## src/rtl/intr_sequencer_if.sv

```systemverilog
// Control-path bus between the 6502C control FSM and the interrupt sequencer.
// The master drives pins and FSM strobes, and the slave returns the arbitration results.
interface intr_sequencer_if;
    logic        nmi_n;
    logic        irq_n;
    logic        rdy;
    logic        sync;
    logic [7:0]  opcode_in;
    logic        i_flag;
    logic        vec_fetch;
    logic        seq_done;

    logic        force_brk;
    logic [1:0]  int_type;
    logic [15:0] vector;
    logic        b_push;
    logic        set_i;
    logic        busy;

    modport master (
        output nmi_n, irq_n, rdy, sync, opcode_in, i_flag, vec_fetch, seq_done,
        input  force_brk, int_type, vector, b_push, set_i, busy
    );

    modport slave (
        input  nmi_n, irq_n, rdy, sync, opcode_in, i_flag, vec_fetch, seq_done,
        output force_brk, int_type, vector, b_push, set_i, busy
    );
endinterface

```

## src/rtl/intr_sequencer.sv

```systemverilog
// 6502C interrupt arbiter/sequencer: synchronises NMI/IRQ, forces BRK at opcode
// boundaries and tracks the BRK sequence through vector fetch.
module intr_sequencer (
    input  logic             clk,
    input  logic             rst,
    intr_sequencer_if.slave  bus
);

    typedef enum logic [1:0] {
        ST_RSTSEQ  = 2'd0,
        ST_IDLE    = 2'd1,
        ST_SERVICE = 2'd2
    } state_e;

    typedef enum logic [1:0] {
        INT_BRK = 2'd0,
        INT_IRQ = 2'd1,
        INT_NMI = 2'd2,
        INT_RST = 2'd3
    } int_e;

    function automatic logic [15:0] vector_of(input int_e t);
        case (t)
            INT_NMI: vector_of = 16'hFFFA;
            INT_RST: vector_of = 16'hFFFC;
            default: vector_of = 16'hFFFE;
        endcase
    endfunction

    state_e      state_q, state_d;
    int_e        type_q, type_d;
    logic [15:0] vector_q, vector_d;
    logic        bflag_q, bflag_d;
    logic        vec_done_q, vec_done_d;

    logic        nmi_s1_q, nmi_s2_q, nmi_s3_q;
    logic        nmi_pend_q, nmi_pend_d;
    logic        irq_s1_q, irq_s2_q;

    logic        nmi_edge;
    logic        nmi_clr;
    logic        irq_req;
    logic        force_brk;
    logic        set_i;

    // The NMI synchroniser and edge latch keep running while rdy is low,
    // so an edge during a stall is never lost.
    always_ff @(posedge clk) begin
        if (rst) begin
            nmi_s1_q   <= 1'b1;
            nmi_s2_q   <= 1'b1;
            nmi_s3_q   <= 1'b1;
            nmi_pend_q <= 1'b0;
        end else begin
            // NOTE: non-blocking assignments let every flop sample the pre-edge
            // value of its neighbour, which is what makes this a shift chain.
            nmi_s1_q   <= bus.nmi_n;
            nmi_s2_q   <= nmi_s1_q;
            nmi_s3_q   <= nmi_s2_q;
            nmi_pend_q <= nmi_pend_d;
        end
    end

    assign nmi_edge   = nmi_s3_q & ~nmi_s2_q;
    assign nmi_pend_d = nmi_edge | (nmi_pend_q & ~nmi_clr);

    always_ff @(posedge clk) begin
        if (rst) begin
            irq_s1_q <= 1'b1;
            irq_s2_q <= 1'b1;
        end else if (bus.rdy) begin
            irq_s1_q <= bus.irq_n;
            irq_s2_q <= irq_s1_q;
        end
    end

    assign irq_req = ~irq_s2_q & ~bus.i_flag;

    always_ff @(posedge clk) begin
        if (rst) begin
            state_q    <= ST_RSTSEQ;
            type_q     <= INT_RST;
            vector_q   <= 16'hFFFC;
            bflag_q    <= 1'b0;
            vec_done_q <= 1'b0;
        end else begin
            state_q    <= state_d;
            type_q     <= type_d;
            vector_q   <= vector_d;
            bflag_q    <= bflag_d;
            vec_done_q <= vec_done_d;
        end
    end

    always_comb begin
        // NOTE: every output of this block gets a default first, so no path
        // leaves a signal unassigned and no latch is inferred.
        state_d    = state_q;
        type_d     = type_q;
        vector_d   = vector_q;
        bflag_d    = bflag_q;
        vec_done_d = vec_done_q;
        force_brk  = 1'b0;
        set_i      = 1'b0;
        nmi_clr    = 1'b0;

        case (state_q)
            ST_RSTSEQ: begin
                if (bus.rdy) begin
                    set_i = bus.vec_fetch;
                    if (bus.seq_done) state_d = ST_IDLE;
                end
            end

            ST_IDLE: begin
                if (bus.sync && bus.rdy) begin
                    if (nmi_pend_q) begin
                        force_brk  = 1'b1;
                        type_d     = INT_NMI;
                        bflag_d    = 1'b0;
                        vec_done_d = 1'b0;
                        state_d    = ST_SERVICE;
                    end else if (irq_req) begin
                        force_brk  = 1'b1;
                        type_d     = INT_IRQ;
                        bflag_d    = 1'b0;
                        vec_done_d = 1'b0;
                        state_d    = ST_SERVICE;
                    end else if (bus.opcode_in == 8'h00) begin
                        type_d     = INT_BRK;
                        bflag_d    = 1'b1;
                        vec_done_d = 1'b0;
                        state_d    = ST_SERVICE;
                    end
                    vector_d = vector_of(type_d);
                end
            end

            ST_SERVICE: begin
                if (bus.rdy) begin
                    // Only the first vec_fetch of a sequence commits the vector;
                    // a pending NMI at that moment hijacks an IRQ or BRK.
                    if (bus.vec_fetch && !vec_done_q) begin
                        vec_done_d = 1'b1;
                        set_i      = 1'b1;
                        if (type_q == INT_NMI) begin
                            nmi_clr = 1'b1;
                        end else if (nmi_pend_q) begin
                            type_d   = INT_NMI;
                            vector_d = vector_of(INT_NMI);
                            nmi_clr  = 1'b1;
                        end
                    end
                    if (bus.seq_done) state_d = ST_IDLE;
                end
            end

            default: state_d = ST_RSTSEQ;
        endcase
    end

    assign bus.force_brk = force_brk;
    assign bus.set_i     = set_i;
    assign bus.int_type  = type_q;
    assign bus.vector    = vector_q;
    assign bus.b_push    = (state_q == ST_SERVICE) & bflag_q;
    assign bus.busy      = (state_q != ST_IDLE);

endmodule

```

## src/flat_wrapper.sv

```systemverilog
// flat-port wrapper written by rule: the top's interface ports become plain ports
module intr_sequencer_flat 
  (clk, rst, bus_nmi_n, bus_irq_n, bus_rdy, bus_sync, bus_opcode_in, bus_i_flag, bus_vec_fetch, bus_seq_done, bus_force_brk, bus_int_type, bus_vector, bus_b_push, bus_set_i, bus_busy);
  intr_sequencer_if bus_i ();
  input  logic clk;
  input  logic rst;
  input wire logic [$bits(bus_i.nmi_n)-1:0] bus_nmi_n;
  input wire logic [$bits(bus_i.irq_n)-1:0] bus_irq_n;
  input wire logic [$bits(bus_i.rdy)-1:0] bus_rdy;
  input wire logic [$bits(bus_i.sync)-1:0] bus_sync;
  input wire logic [$bits(bus_i.opcode_in)-1:0] bus_opcode_in;
  input wire logic [$bits(bus_i.i_flag)-1:0] bus_i_flag;
  input wire logic [$bits(bus_i.vec_fetch)-1:0] bus_vec_fetch;
  input wire logic [$bits(bus_i.seq_done)-1:0] bus_seq_done;
  output wire logic [$bits(bus_i.force_brk)-1:0] bus_force_brk;
  output wire logic [$bits(bus_i.int_type)-1:0] bus_int_type;
  output wire logic [$bits(bus_i.vector)-1:0] bus_vector;
  output wire logic [$bits(bus_i.b_push)-1:0] bus_b_push;
  output wire logic [$bits(bus_i.set_i)-1:0] bus_set_i;
  output wire logic [$bits(bus_i.busy)-1:0] bus_busy;
  assign bus_i.nmi_n = bus_nmi_n;
  assign bus_i.irq_n = bus_irq_n;
  assign bus_i.rdy = bus_rdy;
  assign bus_i.sync = bus_sync;
  assign bus_i.opcode_in = bus_opcode_in;
  assign bus_i.i_flag = bus_i_flag;
  assign bus_i.vec_fetch = bus_vec_fetch;
  assign bus_i.seq_done = bus_seq_done;
  assign bus_force_brk = bus_i.force_brk;
  assign bus_int_type = bus_i.int_type;
  assign bus_vector = bus_i.vector;
  assign bus_b_push = bus_i.b_push;
  assign bus_set_i = bus_i.set_i;
  assign bus_busy = bus_i.busy;
  intr_sequencer u_core (.clk(clk), .rst(rst), .bus(bus_i));
endmodule
```

## config.mk

```make
export PLATFORM = sky130hd
export DESIGN_NAME = intr_sequencer_flat
export DESIGN_NICKNAME = d
export VERILOG_FILES = /design/src/rtl/intr_sequencer_if.sv /design/src/rtl/intr_sequencer.sv /design/src/flat_wrapper.sv
export SDC_FILE = /design/constraint.sdc
export NUM_CORES = 1
export LEC_CHECK = 0
export CORE_MARGIN = 4
export CORE_UTILIZATION = 44
export CTS_BUF_LIST = sky130_fd_sc_hd__clkbuf_8
export DETAILED_ROUTE_END_ITERATION = 10
export GPL_TIMING_DRIVEN = 1
export PLACE_DENSITY = 0.86
export SLEW_MARGIN = 20
export SYNTH_ARGS = -nofsm -noshare
export SYNTH_HDL_FRONTEND = slang
export SYNTH_SLANG_ARGS = --single-unit
```

## constraint.sdc

```tcl
create_clock -name clk -period 5.1 [get_ports clk]
set_clock_uncertainty 0.1 [all_clocks]
set_input_delay 0.765 -clock clk [delete_from_list [all_inputs] [get_ports clk]]
set_output_delay 0.765 -clock clk [all_outputs]
set_load 0.01 [all_outputs]
```

# Word level (Yosys, flattened, before mapping)
# Index checks and enable logic that the tools add are counted.
[word_totals]
rom_bits = 0
ram_bits = 0
register_bits = 28
out_inout_bits = 22
n_memories = 0
latchBits = 0
[classes]
shift = 0
n_bitwise = 9
mul = 0
n_reduce_logical = 12
n_eq_ne = 14
order_cmp = 0
n_div = 0
add_sub_neg = 0
mux = 48
[op_table]
columns = ["cell", "n"]
rows = [
  ["$mux 16", 5],
  ["$mux 2", 16],
  ["$pmux 16 s2", 1],
  ["$mux 1", 21],
  ["$ne 2x1->1 const B", 6],
  ["$eq 2x2->1 const B", 4],
  ["$logic_not 8->1", 1],
  ["$pmux 2 s2", 2],
  ["$pmux 3 s2", 1],
  ["$reduce_and 6->1", 1],
  ["$reduce_and 5->1", 1],
  ["$and 1x1->1", 4],
  ["$ne 2x2->1 const B", 2],
  ["$ne 4x1->1 const B", 1],
  ["$not 1->1", 4],
  ["$pmux 1 s2", 2],
  ["$reduce_and 4->1", 1],
  ["$reduce_and 3->1", 1],
  ["$reduce_bool 3->1", 1],
  ["$eq 2x1->1 const B", 1],
  ["$logic_and 1x1->1", 2],
  ["$logic_not 2->1", 1],
  ["$reduce_bool 2->1", 1],
  ["$reduce_or 2->1", 1],
  ["other kinds (2)", 2],
]

# Longest topological paths before layout
[logic_depth]
word_depth = 10
mapped_depth = 5
mapped_depth_nobuf = 4

# Worst setup path after synthesis
# Ideal clock, no wire load.
[synth_timing]
path_type = "in2out"
from = "input port bus_rdy"
to = "output port bus_force_brk"
slack_ns = 2.951
required_time_ns = 4.235
arrival_time_ns = 1.284
path_buffers = 1
path_stages = 3
cell_sequence = "buf_6 -> nand4b_1 -> nor2_1"
[synth_between]
elab_chain_cells = 3
[synth_lines]
columns = ["element", "line_no", "rtl"]
rows = [
  ["start, declared", "flat_wrapper.sv:9", "input wire logic [$bits(bus_i.rdy)-1:0] bus_rdy;"],
  ["$logic_and 1x1->1", "intr_sequencer.sv:116", "if (bus.sync && bus.rdy) begin"],
  ["$mux 1", "intr_sequencer.sv:116", ""],
  ["$mux 1", "intr_sequencer.sv:107", "case (state_q)"],
  ["end, declared", "flat_wrapper.sv:15", "output wire logic [$bits(bus_i.force_brk)-1:0] bus_force_brk;"],
]
# No other way between the ends.

# Worst setup path after layout
# Same ends and word-level chain as after synthesis.

==> flow_summary.toml <==
[clocking]
cts_max_path_buffers = 2
cts-resized-gates = 0
h-tree-depth = 1
ctsHoldBuffers = 0
clock_latency_ns = 0.24
cts_buffers = 3
cts_root_buf = "clkbuf_8"
cts_tree = "yes"
clk_pin_slew_ns = 0.06
postCtsSetupRepairBufs = 0
cts_num_sinks = 14

[worst_setup_path]
cp-startpoint = "bus_rdy"
cp.depth = 4
worstSetupPathType = "primary input to output port"
cp_slowest_stage_delay_ns = 0.64
cpMostUsedCell = "clkdlybuf4s50_1"
r2r-end = "u_core.bus.int_type[0]"
rr_startpoint = "u_core.state_q[1]"
end_kind = "output port"
rr_worst_depth = 4
slowest_stage = "clkdlybuf4s50_1"
critPathRequiredTime_ns = 4.24
arrival_ns = 2.45
startpoint_type = "primary input"
endpoint = "bus_force_brk"
r2r_slack_ns = 3.36
crit_fanout = 9
path_cells = "clkdlybuf4s50_1 > nand4b_1 > nor2_1 > clkdlybuf4s50_1"
critPathTopFamily = "buffers and inverters"
critPathBufInv = 2

[power_and_ir_drop]
vdd_drop_max_v = 0.000158
power.density_nw_per_um2 = 253
power_leakage_nw = 0.399
combPwrFrac = 0.161
p_int_uw = 205
seqPwrFrac = 0.440
swShare = 0.227
p_sw_uw = 60.2
p_clk_frac = 0.399

[final_layout]
multi_input_area_um2 = 430
final-seq-area_um2 = 280
finalNetCount = 129
final_common_cell = "clkdlybuf4s50_1"
fillers = 158
final_layout_size_suffix_gt1_frac = 0.135
area_delta_synth_final_pct = 30.3
mostFrequentLayoutCells = "clkdlybuf4s50_1 (24), conb_1 (14), dfxtp_1 (14), nor2_1 (7)"
fin_util = 0.607
antenna_cells = 0

[routing]
wl_met1_um = 722
wl_met2_um = 905
wl_met3_um = 102
drc = 0
dr.pass1.iters = 4
final_antenna_net_count = 0
drt-total-wl_mm = 1.76
top_layer_used = "met4"
via_count = 663
routed_via_density = 4.88
wire_per_inst_um = 12.9
drtIter0Drc = 8

[outcome]
status = "completed"

[yosys]
syn_inst = 87
yosys-top-cells-area = "dfxtp_1 (35%), buf_4 (13%), a211o_1 (4.4%)"
ys_types = 34
synthFlopType = "dfxtp_1"
synth-edff-count = 0
syn-mean-instance-area_um2 = 9.25
synth.largest_area_cell = "dfxtp_1"
synth-async-reset-ratio = 0
netlist.area_leader.share = 0.348
syn_area_um2 = 805
ys_ff_latch = 14
yosys_warnings = 0
yosysSeqAreaShare = 0.348

[timing]
hold_viol = 0
setup_violations = 0
timing.setup.tns_ns = 0
tightest_slew_ns = 0.511
finalCriticalPeriod_ns = 3.32
holdWs_ns = 0.315
rsz0062_at_grt = "no"
drv_slew = 0
max_freq_mhz = 301
slew_headroom = 0.658
post-route-period-util = 0.651

[placed_design]
port_buffers = 24
place_hpwl_mm = 1.34
gp_congestion = 0.851

[job]
maxCapViolCount = 0

[worst_hold_path]
hp-class = "flip-flop to flip-flop"

[floorplan]
rows = 15
start_util = 0.466
die_w_um = 50.8
die_area_um2 = 2580
die_h_um = 50.8
ios = 39
core-area_um2 = 1730

[global_routing]
grt_pass1_wl_mm = 2.86
grt_overflow = 0
grt_max_degree = 15
antenna_found_initial = 0
grt_usage = 0.148
grt_pass1_vias = 615
per-stage QoR:
| step | instances | setup slack [ns] | instance area [um^2] | power [mW] |
|---|---|---|---|---|
| 4_1_cts | 136 | 1.80 | 1050 | 0.266 |
| 6_report | 136 | 1.78 | 1050 | 0.265 |
| 2_1_floorplan | 99 | 2.95 | 850 | 0.149 |
| 3_3_place_gp | 132 | 1.89 | 993 | 0.160 |
| 5_1_grt | 136 | 1.69 | 1050 | 0.279 |
| 3_5_place_dp | 132 | 1.81 | 993 | 0.161 |
cells in the mapped netlist, types with 2 or more instances:
| cell | number |
|---|---|
| a211o_1 | 4 |
| a211oi_1 | 2 |
| a21oi_1 | 3 |
| buf_4 | 14 |
| buf_6 | 2 |
| conb_1 | 2 |
| dfxtp_1 | 14 |
| inv_1 | 3 |
| nand2_1 | 3 |
| nand2b_1 | 3 |
| nor2_1 | 7 |
| nor3_1 | 4 |
| nor4_2 | 2 |
| o21a_1 | 2 |
| or2_2 | 3 |
registers in the layout, summed over array words and instances (netlist names):
register,cells
u_core.nmi_s1_q,1
u_core.irq_s1_q,1
u_core.vec_done_q,1
u_core.state_q,2
u_core.nmi_s2_q,1
u_core.bus.int_type,2
u_core.irq_s2_q,1
u_core.nmi_pend_q,1
u_core.bus.vector,2
u_core.nmi_s3_q,1
u_core.bflag_q,1
layer usage:
layer  up-vias  GRT usage
li1        328          -
met5         -          0
met4         0     0.0673
met1       307      0.174
met2        24      0.254
met3         4     0.0326
kinds of logic after synthesis:
| logic type | after synthesis | share of synthesized area |
|---|---|---|
| AOI/OAI and AO/OA | 21 | 0.232 |
| other | 2 | 0.00933 |
| buffers and inverters | 19 | 0.173 |
| DFF | 14 | 0.348 |
| and+or+nand+nor | 31 | 0.238 |
power by group through the flow:
stage	Clock [mW]	Sequential (mW)	Combinational [mW]
after floorplan	0	0.119	0.0302
after global placement	0	0.119	0.0410
after detailed placement	0	0.119	0.0417
after CTS	0.107	0.117	0.0425
after global routing	0.116	0.117	0.0462
final	0.106	0.117	0.0427
worst register-to-register path, cell delays in order, from the launching register on:
cell	delay, ns
dfxtp_1	0.43
nand4b_1	0.24
nor2_1	0.14
a2111o_1	0.43
a221o_1	0.29
cell type report:
cell class,count,area share
multi-input combinational,66,0.410
sequential,14,0.267
timing repair buffer,24,0.229
clock buffer,4,0.0525
tap,25,0.0298
inverter,3,0.0107
worst min-delay path by stage:
stage	to	slack, ns	cells after the start	startpoint
4_1_cts	u_core.nmi_s2_q	0.32	1	u_core.nmi_s1_q
3_5_place_dp	u_core.nmi_s2_q	0.30	1	u_core.nmi_s1_q
6_report	u_core.nmi_s2_q	0.31	1	u_core.nmi_s1_q
3_3_place_gp	u_core.nmi_s2_q	0.29	1	u_core.nmi_s1_q
5_1_grt	u_core.nmi_s2_q	0.35	1	u_core.nmi_s1_q
2_1_floorplan	u_core.nmi_s2_q	0.29	1	u_core.nmi_s1_q
Power figures use the tool's default switching activity.
